## src/rtl/binary2bcd.sv

```systemverilog
// binary2bcd: requests one fixed-point result from the extractor and converts it to packed BCD.
// Optional leading-zero blanking of o_int_bcd when BCD_LZB_EN is defined.
module binary2bcd #(
    parameter int REQ_TIMEOUT = 255
) (
    input  logic        clk,
    input  logic        rst,
    input  logic        i_start,
    output logic        o_req,
    input  logic        i_valid,
    input  logic        i_sign,
    input  logic [13:0] i_integer,
    input  logic [3:0]  i_fraction,
    input  logic [2:0]  i_type,
    output logic        o_busy,
    output logic        o_done,
    output logic        o_sign,
    output logic [19:0] o_int_bcd,
    output logic [15:0] o_frac_bcd,
    output logic [2:0]  o_type
);

    localparam logic [1:0]  S_IDLE       = 2'd0;
    localparam logic [1:0]  S_REQ        = 2'd1;
    localparam logic [1:0]  S_CONVERT    = 2'd2;
    localparam logic [1:0]  S_DONE       = 2'd3;
    localparam logic [2:0]  TYPE_NORMAL  = 3'd0;
    localparam logic [2:0]  TYPE_TIMEOUT = 3'd5;
    localparam logic [3:0]  LAST_ITER    = 4'd13;
    localparam logic [15:0] TMO_LAST     = 16'(REQ_TIMEOUT - 1);

    logic [1:0]  r_state;
    logic        r_req;
    logic        r_start_pend;
    logic [15:0] r_tmo_cnt;
    logic [3:0]  r_iter;
    logic        r_sign_cap;
    logic [13:0] r_int_bin;
    logic [13:0] r_frac_bin;
    logic [19:0] r_int_acc;
    logic [15:0] r_frac_acc;
    logic        r_sign;
    logic [2:0]  r_type;
    logic [19:0] r_int_bcd;
    logic [15:0] r_frac_bcd;

    logic [13:0] w_frac_in;
    logic [13:0] w_frac_op;
    logic [19:0] w_int_adj;
    logic [15:0] w_frac_adj;
    logic [19:0] w_int_shift;
    logic [15:0] w_frac_shift;
    logic [19:0] w_int_out;

    // f/16 scaled to ten-thousandths: f*625 built from shifts
    assign w_frac_in = {10'd0, i_fraction};
    assign w_frac_op = (w_frac_in << 9) + (w_frac_in << 6) + (w_frac_in << 5)
                     + (w_frac_in << 4) + w_frac_in;

    genvar gi;
    generate
        for (gi = 0; gi < 5; gi++) begin : g_int_adj
            assign w_int_adj[gi*4 +: 4] = (r_int_acc[gi*4 +: 4] >= 4'd5) ?
                                          r_int_acc[gi*4 +: 4] + 4'd3 : r_int_acc[gi*4 +: 4];
        end
        for (gi = 0; gi < 4; gi++) begin : g_frac_adj
            assign w_frac_adj[gi*4 +: 4] = (r_frac_acc[gi*4 +: 4] >= 4'd5) ?
                                           r_frac_acc[gi*4 +: 4] + 4'd3 : r_frac_acc[gi*4 +: 4];
        end
    endgenerate

    assign w_int_shift  = {w_int_adj[18:0], r_int_bin[13]};
    assign w_frac_shift = {w_frac_adj[14:0], r_frac_bin[13]};

`ifdef BCD_LZB_EN
    // w_lead_zero[d]: digit d and every digit above it are zero
    logic [4:1] w_lead_zero;
    assign w_lead_zero[4] = (w_int_shift[19:16] == 4'd0);
    generate
        for (gi = 1; gi < 4; gi++) begin : g_lz_chain
            assign w_lead_zero[gi] = w_lead_zero[gi+1] & (w_int_shift[gi*4 +: 4] == 4'd0);
        end
        for (gi = 1; gi < 5; gi++) begin : g_lz_blank
            assign w_int_out[gi*4 +: 4] = w_lead_zero[gi] ? 4'hF : w_int_shift[gi*4 +: 4];
        end
    endgenerate
    assign w_int_out[3:0] = w_int_shift[3:0];
`else
    assign w_int_out = w_int_shift;
`endif

    always_ff @(posedge clk or negedge rst) begin
        if (!rst) begin
            r_state      <= S_IDLE;
            r_req        <= 1'b0;
            r_start_pend <= 1'b0;
            r_tmo_cnt    <= 16'd0;
            r_iter       <= 4'd0;
            r_sign_cap   <= 1'b0;
            r_int_bin    <= 14'd0;
            r_frac_bin   <= 14'd0;
            r_int_acc    <= 20'd0;
            r_frac_acc   <= 16'd0;
            r_sign       <= 1'b0;
            r_type       <= 3'd0;
            r_int_bcd    <= 20'd0;
            r_frac_bcd   <= 16'd0;
        end else begin
            case (r_state)
                S_IDLE: begin
                    // a start seen while the extractor still shows a stale result waits for it to clear
                    if (i_start || r_start_pend) begin
                        if (i_valid) begin
                            r_start_pend <= 1'b1;
                        end else begin
                            r_start_pend <= 1'b0;
                            r_state      <= S_REQ;
                            r_req        <= 1'b1;
                            r_tmo_cnt    <= 16'd0;
                        end
                    end
                end
                S_REQ: begin
                    if (i_valid) begin
                        r_req      <= 1'b0;
                        r_sign_cap <= i_sign;
                        r_int_bin  <= i_integer;
                        r_frac_bin <= w_frac_op;
                        r_int_acc  <= 20'd0;
                        r_frac_acc <= 16'd0;
                        r_iter     <= 4'd0;
                        if (i_type == TYPE_NORMAL) begin
                            r_state <= S_CONVERT;
                        end else begin
                            r_state    <= S_DONE;
                            r_sign     <= i_sign;
                            r_type     <= i_type;
                            r_int_bcd  <= 20'd0;
                            r_frac_bcd <= 16'd0;
                        end
                    end else if ((REQ_TIMEOUT != 0) && (r_tmo_cnt == TMO_LAST)) begin
                        r_req      <= 1'b0;
                        r_state    <= S_DONE;
                        r_sign     <= 1'b0;
                        r_type     <= TYPE_TIMEOUT;
                        r_int_bcd  <= 20'd0;
                        r_frac_bcd <= 16'd0;
                    end else begin
                        r_tmo_cnt <= r_tmo_cnt + 16'd1;
                    end
                end
                S_CONVERT: begin
                    r_int_acc  <= w_int_shift;
                    r_frac_acc <= w_frac_shift;
                    r_int_bin  <= {r_int_bin[12:0], 1'b0};
                    r_frac_bin <= {r_frac_bin[12:0], 1'b0};
                    r_iter     <= r_iter + 4'd1;
                    // final step feeds the result registers directly
                    if (r_iter == LAST_ITER) begin
                        r_state    <= S_DONE;
                        r_sign     <= r_sign_cap;
                        r_type     <= TYPE_NORMAL;
                        r_int_bcd  <= w_int_out;
                        r_frac_bcd <= w_frac_shift;
                    end
                end
                default: begin
                    r_state <= S_IDLE;
                end
            endcase
        end
    end

    assign o_req      = r_req;
    assign o_busy     = (r_state != S_IDLE);
    assign o_done     = (r_state == S_DONE);
    assign o_sign     = r_sign;
    assign o_int_bcd  = r_int_bcd;
    assign o_frac_bcd = r_frac_bcd;
    assign o_type     = r_type;

endmodule

```

## config.mk

```make
export PLATFORM = sky130hd
export DESIGN_NAME = binary2bcd
export DESIGN_NICKNAME = d
export VERILOG_FILES = /design/src/rtl/binary2bcd.sv
export SDC_FILE = /design/constraint.sdc
export NUM_CORES = 1
export LEC_CHECK = 0
export BUFFER_PORTS_ARGS = -buffer_cell sky130_fd_sc_hd__buf_2
export CAP_MARGIN = 30
export CORE_ASPECT_RATIO = 0.9
export CORE_MARGIN = 2
export CORE_UTILIZATION = 35
export CTS_CLUSTER_DIAMETER = 100
export DETAILED_ROUTE_END_ITERATION = 8
export GPL_TIMING_DRIVEN = 0
export PLACE_DENSITY_LB_ADDON = 0.1
export SLEW_MARGIN = 10
export SYNTH_ARGS = -nofsm -noshare
export SYNTH_HDL_FRONTEND = slang
export SYNTH_SLANG_ARGS = --single-unit
```

## constraint.sdc

```tcl
create_clock -name clk -period 2.2 [get_ports clk]
set_input_delay 0.44 -clock clk [delete_from_list [all_inputs] [get_ports clk]]
set_output_delay 0.44 -clock clk [all_outputs]
set_load 0.05 [all_outputs]
```

### After elaboration in Yosys (flattened, before gate mapping)

Index checks and enable logic that the tools add are counted.

| word-level totals | value |
|---|---|
| bits in registers | 129 |
| input port bits | 26 |
| output and inout port bits | 43 |
| logic and storage cells | 120 |

| cells by class | value |
|---|---|
| add/sub/neg operators | 15 |
| $lt $le $gt $ge | 9 |
| equality and inequality tests | 13 |
| multiplexer cells | 56 |
| reduce and logical (&&, ||, !) cells | 13 |

Operators with widths:

| cell | number |
|---|---|
| $mux 16 | 9 |
| $mux 20 | 5 |
| $pmux 16 s2 | 3 |
| $pmux 20 s2 | 2 |
| $pmux 14 s2 | 2 |
| $ge 4x3->1 const B | 9 |
| $mux 4 | 8 |
| $add 4x2->4 const B | 7 |
| $mux 14 | 2 |
| $mux 3 | 6 |
| $add 16x1->16 const B | 1 |
| $eq 16x8->1 const B | 1 |
| $add 13x10->14 | 1 |
| $add 14x4->14 | 1 |
| $add 14x8->14 | 1 |
| $add 14x9->14 | 1 |
| $ne 2x2->1 const B | 6 |
| $reduce_and 4->1 | 3 |
| $mux 2 | 5 |
| $mux 1 | 9 |
| $pmux 4 s2 | 1 |
| $add 3x2->3 const B | 2 |
| $ne 3x3->1 const B | 2 |
| $pmux 2 s3 | 1 |
| other kinds (12) | 18 |

### Logic depth before layout (Yosys ltp)

Gate-level depths: netlist of the first run.

| depth | value |
|---|---|
| depth after elaboration | 6 |
| gate-level depth with buffers | 9 |
| depth with buffers taken out | 9 |

### Worst setup path after synthesis of the first run

No wires, ideal clock.

| timing path | value |
|---|---|
| kind | input to register |
| start point | in i_fraction[0] |
| end point | reg r_frac_bin[12] |
| library setup time | 135 ps |
| arrival | 2232 ps |
| data required time | 2065 ps |
| slack | -167 ps |
| stages | 9 |
| buffers on the path | 0 |
| cells stage by stage | fa_1 -> ha_1 -> inv_1 -> fa_1 -> o21bai_1 -> a211oi_1 -> o21a_1 -> o31ai_1 -> o21ai_0 |

| on the way | value |
|---|---|
| longest elaborated chain between the ends | 6 |

RTL lines:

| element | RTL line | RTL |
|---|---|---|
| start: declaration | 13 | `input logic [3:0] i_fraction,` |
| $add 13x10->14 | 57 | `assign w_frac_op = (w_frac_in << 9) + (w_frac_in << 6) + (w_frac_in << 5)` |
| $add 14x9->14 | 57 |  |
| $add 14x8->14 | 58 | `+ (w_frac_in << 4) + w_frac_in;` |
| $add 14x4->14 * | 58 |  |
| $mux 14 * | 124 | `if (i_valid) begin` |
| $pmux 14 s2 * | 109 | `case (r_state)` |
| end signal: assignment | 128 | `r_frac_bin <= w_frac_op;` |
| end signal: assignment | 156 | `r_frac_bin <= {r_frac_bin[12:0], 1'b0};` |
| end: declaration | 39 | `logic [13:0] r_frac_bin;` |

Every way passes the cells marked *; elsewhere a longest branch is shown, timed or not. The select of a mux whose other input is x is not followed.
A chain may end at the register's enable or synchronous reset.

### Worst setup path in the final report of the first run

Same ends and word-level chain as after synthesis.

==> results.sh, run 1 <==
export IMPL_status="finished, final reports clean"
export IMPL_grt_overflow_total=0
export IMPL_hp_class="input port to async pin"
export IMPL_ys_seq_area_share_pct=46.8
export IMPL_slew_violations=0
export IMPL_critical_path_max_stage_delay_ns=0.55
export IMPL_slowest_stage="fa_1"
export IMPL_max_slew_margin_pct=56.9
export IMPL_nNetsFinal=897
export IMPL_r2r_start="r_tmo_cnt[0]$_DFFE_PN0P_"
export IMPL_synth_edf_count=0
export IMPL_power_leakage_nw=3.93
export IMPL_cts_hold_buf=0
export IMPL_p_per_area_nw_per_um2=1280
export IMPL_finalNonFillerCells=1095
export IMPL_layout_commonest_cell="dfrtp_1"
export IMPL_layout_common_cells="dfrtp_1 (128), o21ai_0 (99), nand2_1 (97), buf_2 (68), ha_1 (33)"
export IMPL_htreeDepth=4
export IMPL_clk_path_buf_depth=2
export IMPL_vias=5985
export IMPL_detail_route_antenna_nets=0
export IMPL_cp_num_buf_inv=2
export IMPL_async_flop_share_pct=100
export IMPL_synth_cells=731
export IMPL_tightest_slew_ns=0.646
export IMPL_die_y_microns=137
export IMPL_final_cell_area_sq_um=8670
export IMPL_worstPathRequired_ns=2.50
export IMPL_fmax_mhz=461
export IMPL_core_area_sq_um=19300
export IMPL_finalSetupViolCount=0
export IMPL_viasPerCell=5.47
export IMPL_area_growth_pct=25.7
export IMPL_synth_seq_cells=129
export IMPL_syn_area_per_cell_sq_um=9.44
export IMPL_finalCritPeriodShare_pct=98.6
export IMPL_drive_gt1_share_pct=22.5
export IMPL_hold_violations=0
export IMPL_tritoncts="built"
export IMPL_grt_pass1_vias=6015
export IMPL_cp_start_kind="input port"
export IMPL_dp_hpwl_microns=13500
export IMPL_placed_cell_area_sq_um=7590
export IMPL_maxCapViolations=0
export IMPL_dp_cells=1050
export IMPL_cts_root_buf="clkbuf_16"
export IMPL_insertedDiodeCount=0
export IMPL_path_cells="buf_2, fa_1, ha_1, inv_1, fa_2, o21bai_4, a211oi_2, o21a_1, o31ai_2, o21ai_1"
export IMPL_crit_type="input port to register"
export IMPL_synth_distinct_cells=54
export IMPL_yosysWarnings=0
export IMPL_path_delay_family="adder cells"
export IMPL_grt_max_degree=71
export IMPL_route_detailed_wl_per_inst_microns=18.3
export IMPL_routabilityCongestion=0.831
export IMPL_fill_cells=1826
export IMPL_gr_usage_all_layers_pct=19.6
export IMPL_ios=69
export IMPL_ir_drop_uv=574
export IMPL_drt_iter0_markers=403
export IMPL_firstDrtPassIters=5
export IMPL_rsz0062_at_grt="true"
export IMPL_routed_wirelength_microns=20100
export IMPL_numCtsBuffers=17
export IMPL_initial_core_util_pct=35.8
export IMPL_critPathMaxFanout=5
export IMPL_fp_dieW_microns=152
export IMPL_rows=48
export IMPL_drc=0
export IMPL_arrival_ns=2.47
export IMPL_clock_skew_ns=0.0119
export IMPL_min_period_ns=2.17
export IMPL_syn_num_nets=796
export IMPL_syn_area_sq_um=6900
export IMPL_grt_pass1_wl_microns=32100
export IMPL_setup_slack_ns=0.0319
export IMPL_dieArea_sq_um=20900
export IMPL_grt_antenna_before_repair=0
export IMPL_startpoint="i_fraction[0]"
export IMPL_path_clk_slew_ns=0.06
export IMPL_dp_slack_ns=-0.855
export IMPL_port_buffers=68
export IMPL_crit_path_end_kind="register"
export IMPL_synth_main_ff_cell="dfrtp_1"
export IMPL_clock_sinks=129
export IMPL_clock_latency_ns=0.43
## power breakdown
group	internal [mW]	switching [mW]
logic	1.63	3.05
registers	2.81	0.329
clock network	2.15	1.13
total	6.59	4.50
## cells by family after synthesis
| logic type | count (synthesis) | share of synthesized area [%] |
|---|---|---|
| compound gates | 258 | 22.9 |
| simple gates | 192 | 13.2 |
| flops | 129 | 46.8 |
| buf+inv | 77 | 4.64 |
| fa+ha+maj | 39 | 7.51 |
| xor+xnor | 21 | 2.67 |
| mux | 15 | 2.28 |
## cell usage after synthesis (2+ instances only)
cell type / number / area share [%]
dfrtp_1: 129 / 47
o21ai_0: 110 / 8.0
nand2_1: 100 / 5.4
ha_1: 35 / 6.3
inv_1: 35 / 1.9
clkbuf_1: 34 / 1.8
a21oi_1: 31 / 2.2
o22ai_1: 30 / 2.7
a22o_1: 23 / 2.9
nand3_1: 22 / 1.6
nor2_1: 21 / 1.1
xnor2_1: 16 / 2.0
nand2b_1: 15 / 1.4
o211ai_1: 13 / 1.4
mux2i_1: 12 / 1.7
o21ai_1: 11 / 0.80
a21o_1: 7 / 0.76
or3_1: 7 / 0.63
nor3_1: 6 / 0.44
o41ai_1: 6 / 0.76
xor2_1: 5 / 0.63
a31oi_1: 4 / 0.36
a41oi_1: 4 / 0.51
buf_2: 4 / 0.29
fa_1: 4 / 1.2
nand4_1: 4 / 0.36
o311ai_0: 4 / 0.51
o31ai_1: 4 / 0.44
or4_1: 4 / 0.44
buf_6: 3 / 0.49
and2_1: 2 / 0.18
and4_1: 2 / 0.25
mux2_2: 2 / 0.33
o21a_1: 2 / 0.22
## worst paths after layout
| check | end | depth (start not counted) | slack, ns |
|---|---|---|---|
| min | r_frac_acc[9]$_DFFE_PN0P_ | 1 | 0.003 |
| max in group asynchronous | o_frac_bcd[0]$_DFFE_PN0P_ | 2 | 1.43 |
| max | r_frac_bin[12]$_DFFE_PN0P_ | 10 | 0.03 |
| min in group clk | r_int_bin[0]$_DFFE_PN0P_ | 2 | 0.25 |
| min reg2reg | r_frac_bin[1]$_DFFE_PN0P_ | 2 | 0.49 |
| max reg2reg | o_sign$_DFFE_PN0P_ | 8 | 0.03 |
## per-layer routing
metal / track usage [%] / part of all wire (%) / vias to the layer above
li1: - / - / 2843
met1: 27.1 / 48 / 2970
met2: 31.5 / 47 / 152
met3: 3.77 / 3.7 / 20
met4: 6.02 / 1.3 / 0
met5: 0 / 0 / -
## registers in the layout (all words and copies together) (netlist names), 2 cells and up
| register | count |
|---|---|
| r_tmo_cnt | 16 |
| r_state | 2 |
| r_int_bin | 14 |
| o_frac_bcd | 16 |
| o_type | 3 |
| r_iter | 4 |
| o_int_bcd | 20 |
| r_int_acc | 20 |
| r_frac_acc | 16 |
| r_frac_bin | 14 |
## area by class of cell
cell class | count | area [sq um] | share of cell area (%)
sequential | 129 | 3230 | 37.2
clock inverter | 14 | 236 | 2.73
tap | 250 | 313 | 3.61
clock buffer | 18 | 439 | 5.06
inverter | 35 | 139 | 1.60
buffer | 40 | 270 | 3.12
multi-input combinational | 525 | 3520 | 40.5
timing repair buffer | 84 | 531 | 6.12
## metrics by stage
stage	hold WS [ns]	total power, mW	TNS [ns]	utilization [%]
finish	0.00257	11.1	0	45.0
global route	0.0399	11.7	-0.179	45.0
CTS	0.0222	10.9	-0.783	44.2
detailed placement	0.472	7.09	-53.95	39.4
global placement	0.468	6.99	-205.55	39.2
floorplan	0.144	5.68	-0.131	-
## what timing repair did
action,4_1_cts,5_1_grt
setup buffers,6,6
setup endpoints to repair,118,115
pin swaps,12,5
resized for setup,58,55
cloned,3,0
(Power assumes the default switching activity.)
==> run 2: changes to the inputs <==
CORE_ASPECT_RATIO = 1.5   (was 0.9)
==> run 2 against run 1 <==
Against the previous run:
- the run now ends with negative setup slack left
- combinational power decreased by 5.3%
- first-iteration DRC count fell by 16%
- sequential share of layout area increased by 0.33 points
- highest routed layer unchanged
- critical path depth shrank 2
- via count fell by 0.70%
- register-to-register slack worse by 0.06 ns
- critical endpoint is now o_type[0]$_DFFE_PN0P_
- global-route usage fell by 0.45 points
==> results.sh, run 2 (synthesized netlist as in run 1, its figures left out) <==
export IMPL_cp_start_kind="register"
export IMPL_layout_common_cells="dfrtp_1 (128), o21ai_0 (98), nand2_1 (95), buf_2 (68), inv_1 (33)"
export IMPL_drive_gt1_share_pct=22.2
export IMPL_clock_sinks=129
export IMPL_routed_wirelength_microns=19500
export IMPL_violations="negative setup slack"
export IMPL_detail_route_antenna_nets=0
export IMPL_nNetsFinal=896
export IMPL_rows=62
export IMPL_ios=69
export IMPL_grt_pass1_wl_microns=31800
export IMPL_p_per_area_nw_per_um2=1220
export IMPL_initial_core_util_pct=35.9
export IMPL_die_y_microns=176
export IMPL_combPwrFrac_pct=42.3
export IMPL_p_int_mw=6.16
export IMPL_crit_type="register to register"
export IMPL_critPathMaxFanout=5
export IMPL_clk_path_buf_depth=2
export IMPL_viasPerCell=5.40
export IMPL_htreeDepth=4
export IMPL_p_clk_share_pct=27.7
export IMPL_firstDrtPassIters=5
export IMPL_p_total_mw=10.5
export IMPL_finalCritPeriodShare_pct=101
export IMPL_fill_cells=1963
export IMPL_grt_pass1_vias=6066
export IMPL_gr_usage_all_layers_pct=19.1
export IMPL_area_growth_pct=24.6
export IMPL_fmax_mhz=448
export IMPL_crit_path_end_kind="register"
export IMPL_p_sw_share_pct=41.2
export IMPL_grt_antenna_before_repair=0
export IMPL_layout_commonest_cell="dfrtp_1"
export IMPL_placed_cell_area_sq_um=7600
export IMPL_setup_slack_ns=-0.0327
export IMPL_cts_root_buf="clkbuf_16"
export IMPL_grt_overflow_total=0
export IMPL_rsz0062_at_grt="true"
export IMPL_insertedDiodeCount=0
export IMPL_tightest_slew_ns=0.643
export IMPL_worstRegToRegCells=8
export IMPL_grt_max_degree=67
export IMPL_drc=0
export IMPL_dp_hpwl_microns=13600
export IMPL_port_buffers=68
export IMPL_numCtsBuffers=17
export IMPL_core_area_sq_um=19200
export IMPL_arrival_ns=2.52
export IMPL_clock_skew_ns=0.00963
export IMPL_maxCapViolations=0
export IMPL_worstPathRequired_ns=2.49
export IMPL_ir_drop_uv=659
export IMPL_route_detailed_wl_per_inst_microns=17.7
export IMPL_min_period_ns=2.23
export IMPL_status="finished with violations"
export IMPL_dp_cells=1056
export IMPL_hp_class="input port to async pin"
export IMPL_path_clk_slew_ns=0.06
export IMPL_final_cell_area_sq_um=8600
export IMPL_vias=5943
export IMPL_max_slew_margin_pct=57.1
export IMPL_routabilityCongestion=0.859
export IMPL_cts_hold_buf=0
export IMPL_finalSetupViolCount=2
export IMPL_finalNonFillerCells=1100
export IMPL_tritoncts="built"
export IMPL_slew_violations=0
export IMPL_hold_violations=0
export IMPL_clock_latency_ns=0.41
export IMPL_dieArea_sq_um=20900
export IMPL_fp_dieW_microns=119
export IMPL_drt_iter0_markers=337
export IMPL_switchingPower_mw=4.31
export IMPL_power_leakage_nw=3.89
export IMPL_pwr_share_seq_pct=30.0
export IMPL_timing_hold_ws_ns=0.0168
-- run 2: changes by cell type in the layout (fill, tap and decap cells not counted), moves of 2 or more --
| cell | change |
|---|---|
| buf_16 | -2 |
| bufinv_16 | -3 |
| nand2_1 | -2 |
| inv_1 | +2 |
| clkbuf_2 | -4 |
| clkbuf_16 | +2 |
| clkbuf_1 | +2 |
| nor3_4 | -2 |
| ha_2 | +2 |
| buf_4 | -2 |
| nand2_2 | +2 |
-- run 2: repair_timing --
item	CTS	global route
pin swaps	3	17
gates cloned	0	2
setup buffers	5	6
endpoints found under the setup margin	118	110
gates resized for setup	38	81
-- run 2: worst max-delay path: stages, from the launching register on --
cell,delay (ns)
dfrtp_2,0.42
inv_2,0.07
ha_4,0.11
nor4b_4,0.23
nand4_4,0.16
o31a_4,0.34
or2_4,0.31
buf_12,0.15
a221o_1,0.31
-- run 2: power by group through the flow --
stage	Clock (mW)	Sequential, mW	Combinational, mW
floorplan	0	3.36	2.32
global placement	0	3.17	3.81
detailed placement	0	3.19	3.87
CTS	2.97	3.14	4.08
global route	3.08	3.20	4.84
finish	2.90	3.14	4.43
-- run 2: layout make-up --
cell class	instances	area [sq um]	share of cell area (%)
Clock buffer	19	443	5.15
Clock inverter	13	163	1.89
Tap cell	256	320	3.73
Sequential cell	129	3230	37.6
Buffer	41	272	3.16
Timing Repair Buffer	82	547	6.36
Multi-Input combinational cell	525	3490	40.6
Inverter	35	131	1.53
-- run 2: final timing paths --
kind                                            from                        end  slack [ns]
setup / recovery            r_tmo_cnt[0]$_DFFE_PN0P_      o_type[0]$_DFFE_PN0P_       -0.03
hold / removal                                   rst  r_tmo_cnt[11]$_DFFE_PN0P_        0.02
setup reg to reg            r_tmo_cnt[0]$_DFFE_PN0P_      o_type[0]$_DFFE_PN0P_       -0.03
hold reg to reg            r_frac_bin[2]$_DFFE_PN0P_  r_frac_bin[2]$_DFFE_PN0P_        0.48
max in group asynchronous                        rst  o_int_bcd[17]$_DFFE_PN0P_        1.42
min in group clk                        i_integer[0]   r_int_bin[0]$_DFFE_PN0P_        0.27
-- run 2: through the flow --
stage	setup slack (ns)	setup TNS (ns)	util (%)
6_report	-0.0327	-0.0486	44.7
5_1_grt	-0.0965	-0.299	44.7
4_1_cts	-0.0765	-0.647	43.2
3_5_place_dp	-0.700	-43.35	39.5
3_3_place_gp	-1.15	-185.14	39.3
2_1_floorplan	-0.131	-0.131	-
-- run 2: routing by layer --
metal | vias to the layer above | track usage (%) | wire length, microns
met5 | - | 0 | 0
met1 | 2971 | 23.1 | 8510
met3 | 18 | 3.52 | 583
met4 | 0 | 5.70 | 239
li1 | 2831 | - | -
met2 | 123 | 34.6 | 10200
==> run 3: changes to the inputs <==
MAX_ROUTING_LAYER = met4   (was unset)
==> run 3 against run 2 <==
Against the previous run:
- the flow now finishes without violations
- clock skew is 0.0018 ns higher
- via count increased by 0.93%
- utilization down 0.29 points
- largest cell class unchanged
==> results.sh, run 3 (synthesized netlist as in run 1, its figures left out) <==
export IMPL_ios=69
export IMPL_slowest_stage="dfrtp_1"
export IMPL_crit_path_end_kind="register"
export IMPL_rows=62
export IMPL_die_y_microns=176
export IMPL_drc=0
export IMPL_path_cells="inv_1, ha_1, nor4b_4, nand4_4, o31a_4, or2_4, buf_12, a221o_1"
export IMPL_ir_drop_uv=655
export IMPL_viasPerCell=5.46
export IMPL_layout_common_cells="dfrtp_1 (129), o21ai_0 (106), nand2_1 (97), buf_2 (66), ha_1 (34)"
export IMPL_routabilityCongestion=0.873
export IMPL_dieArea_sq_um=20900
export IMPL_gr_usage_all_layers_pct=19.9
export IMPL_rsz0062_at_grt="true"
export IMPL_dp_hpwl_microns=13700
export IMPL_p_per_area_nw_per_um2=1230
export IMPL_critPathMaxFanout=5
export IMPL_worstPathRequired_ns=2.50
export IMPL_layout_commonest_cell="dfrtp_1"
export IMPL_power_leakage_nw=3.89
export IMPL_clock_latency_ns=0.42
export IMPL_fp_dieW_microns=119
export IMPL_numCtsBuffers=17
export IMPL_worstRegToRegCells=8
export IMPL_grt_max_degree=81
export IMPL_critical_path_max_stage_delay_ns=0.38
export IMPL_startpoint="r_tmo_cnt[0]$_DFFE_PN0P_"
export IMPL_routed_wirelength_microns=19700
export IMPL_cts_root_buf="clkbuf_16"
export IMPL_maxCapViolations=0
export IMPL_clk_path_buf_depth=2
export IMPL_ff2ff_setup_slack_ns=0.004
export IMPL_p_total_mw=10.5
export IMPL_cts_hold_buf=0
export IMPL_r2r_end="o_type[0]$_DFFE_PN0P_"
export IMPL_min_period_ns=2.20
export IMPL_initial_core_util_pct=35.9
export IMPL_path_clk_slew_ns=0.06
export IMPL_fmax_mhz=455
export IMPL_drt_iter0_markers=307
export IMPL_fill_cells=1904
export IMPL_core_area_sq_um=19200
export IMPL_route_detailed_wl_per_inst_microns=17.9
export IMPL_area_growth_pct=23.8
export IMPL_drive_gt1_share_pct=21.2
export IMPL_fin_setup_tns_ns=0
export IMPL_timing_hold_ws_ns=0.0764
export IMPL_nNetsFinal=895
export IMPL_finalCritPeriodShare_pct=99.8
export IMPL_max_slew_margin_pct=48.1
export IMPL_tritoncts="built"
export IMPL_tightest_slew_ns=0.778
export IMPL_hold_violations=0
export IMPL_crit_type="register to register"
export IMPL_grt_antenna_before_repair=0
export IMPL_firstDrtPassIters=5
export IMPL_arrival_ns=2.49
export IMPL_detail_route_antenna_nets=0
export IMPL_clock_skew_ns=0.0115
export IMPL_grt_overflow_total=0
export IMPL_grt_pass1_vias=6245
export IMPL_grt_pass1_wl_microns=32200
export IMPL_hp_class="input port to async pin"
export IMPL_grt_busiest_layer="met2"
export IMPL_finalSetupViolCount=0
export IMPL_clock_sinks=129
export IMPL_cp_start_kind="register"
export IMPL_use_met1_pct=23.5
export IMPL_status="finished, final reports clean"
export IMPL_insertedDiodeCount=0
export IMPL_met3_usage_pct=4.07
export IMPL_r2r_start="r_tmo_cnt[0]$_DFFE_PN0P_"
export IMPL_use_met2_pct=33.3
export IMPL_slew_violations=0
export IMPL_htreeDepth=4
export IMPL_vias=5998
export IMPL_port_buffers=68
==> run 3: cell types whose count changed in the layout (fill, tap and decap cells not counted), sizes merged <==
cell      previous run  this run
inv                 35        37
clkinvlp             6         3
clkbuf              49        53
buf                 93        90
clkinv               4         3
==> run 3: how the worst max path moves through the flow <==
stage | depth (start not counted) | to | slack [ns]
6_report | 8 | o_type[0]$_DFFE_PN0P_ | 0.004
3_5_place_dp | 8 | r_int_acc[19]$_DFFE_PN0P_ | -0.71
5_1_grt | 8 | o_type[0]$_DFFE_PN0P_ | -0.08
2_1_floorplan | 9 | r_frac_bin[12]$_DFFE_PN0P_ | -0.13
4_1_cts | 8 | o_type[0]$_DFFE_PN0P_ | -0.07
3_3_place_gp | 1 | o_int_bcd[9]$_DFFE_PN0P_ | -1.18
==> run 3: metrics by stage <==
stage / instance area [sq um] / setup WS, ns / instances / util [%]
floorplan: 6900 / -0.131 / 731 / -
global placement: 7560 / -1.18 / 1055 / 39.3
detailed placement: 7600 / -0.711 / 1056 / 39.5
CTS: 8350 / -0.0685 / 1093 / 43.4
global route: 8540 / -0.0792 / 1099 / 44.4
finish: 8540 / 0.00386 / 1099 / 44.4
==> run 3: what timing repair did <==
item	CTS	global route
pin swaps	3	10
buffers inserted	5	5
hold endpoints to repair	0	0
endpoints found under the setup margin	118	107
cloned	0	1
gates resized for setup	39	68
==> run 3: worst max-delay path, delay by kind of cell, from the launching register on <==
kind                       cells  cell delay, ns
adders and majority gates      1            0.14
AOI/OAI and AO/OA              2            0.64
and+or+nand+nor                3            0.69
buffers and inverters          2            0.21
DFF                            1            0.38
==> run 3: power by group <==
group          internal [mW]  switching (mW)
logic                   1.47            2.87
registers               2.81           0.330
clock network           1.88            1.10
==> run 3: cell type report <==
class / instances / area, sq um / share of cell area [%]
buffer: 42 / 283 / 3.31
clock inverter: 11 / 153 / 1.79
inverter: 35 / 131 / 1.54
multi-input combinational: 525 / 3460 / 40.5
tap: 256 / 320 / 3.75
clock buffer: 21 / 470 / 5.51
timing repair buffer: 80 / 498 / 5.83
sequential: 129 / 3230 / 37.8
==> run 3: metal layers <==
metal / up-vias / wire [microns]
li1: 2826 / -
met1: 2995 / 8300
met2: 140 / 10100
met3: 37 / 709
met4: 0 / 586
met5: - / 0
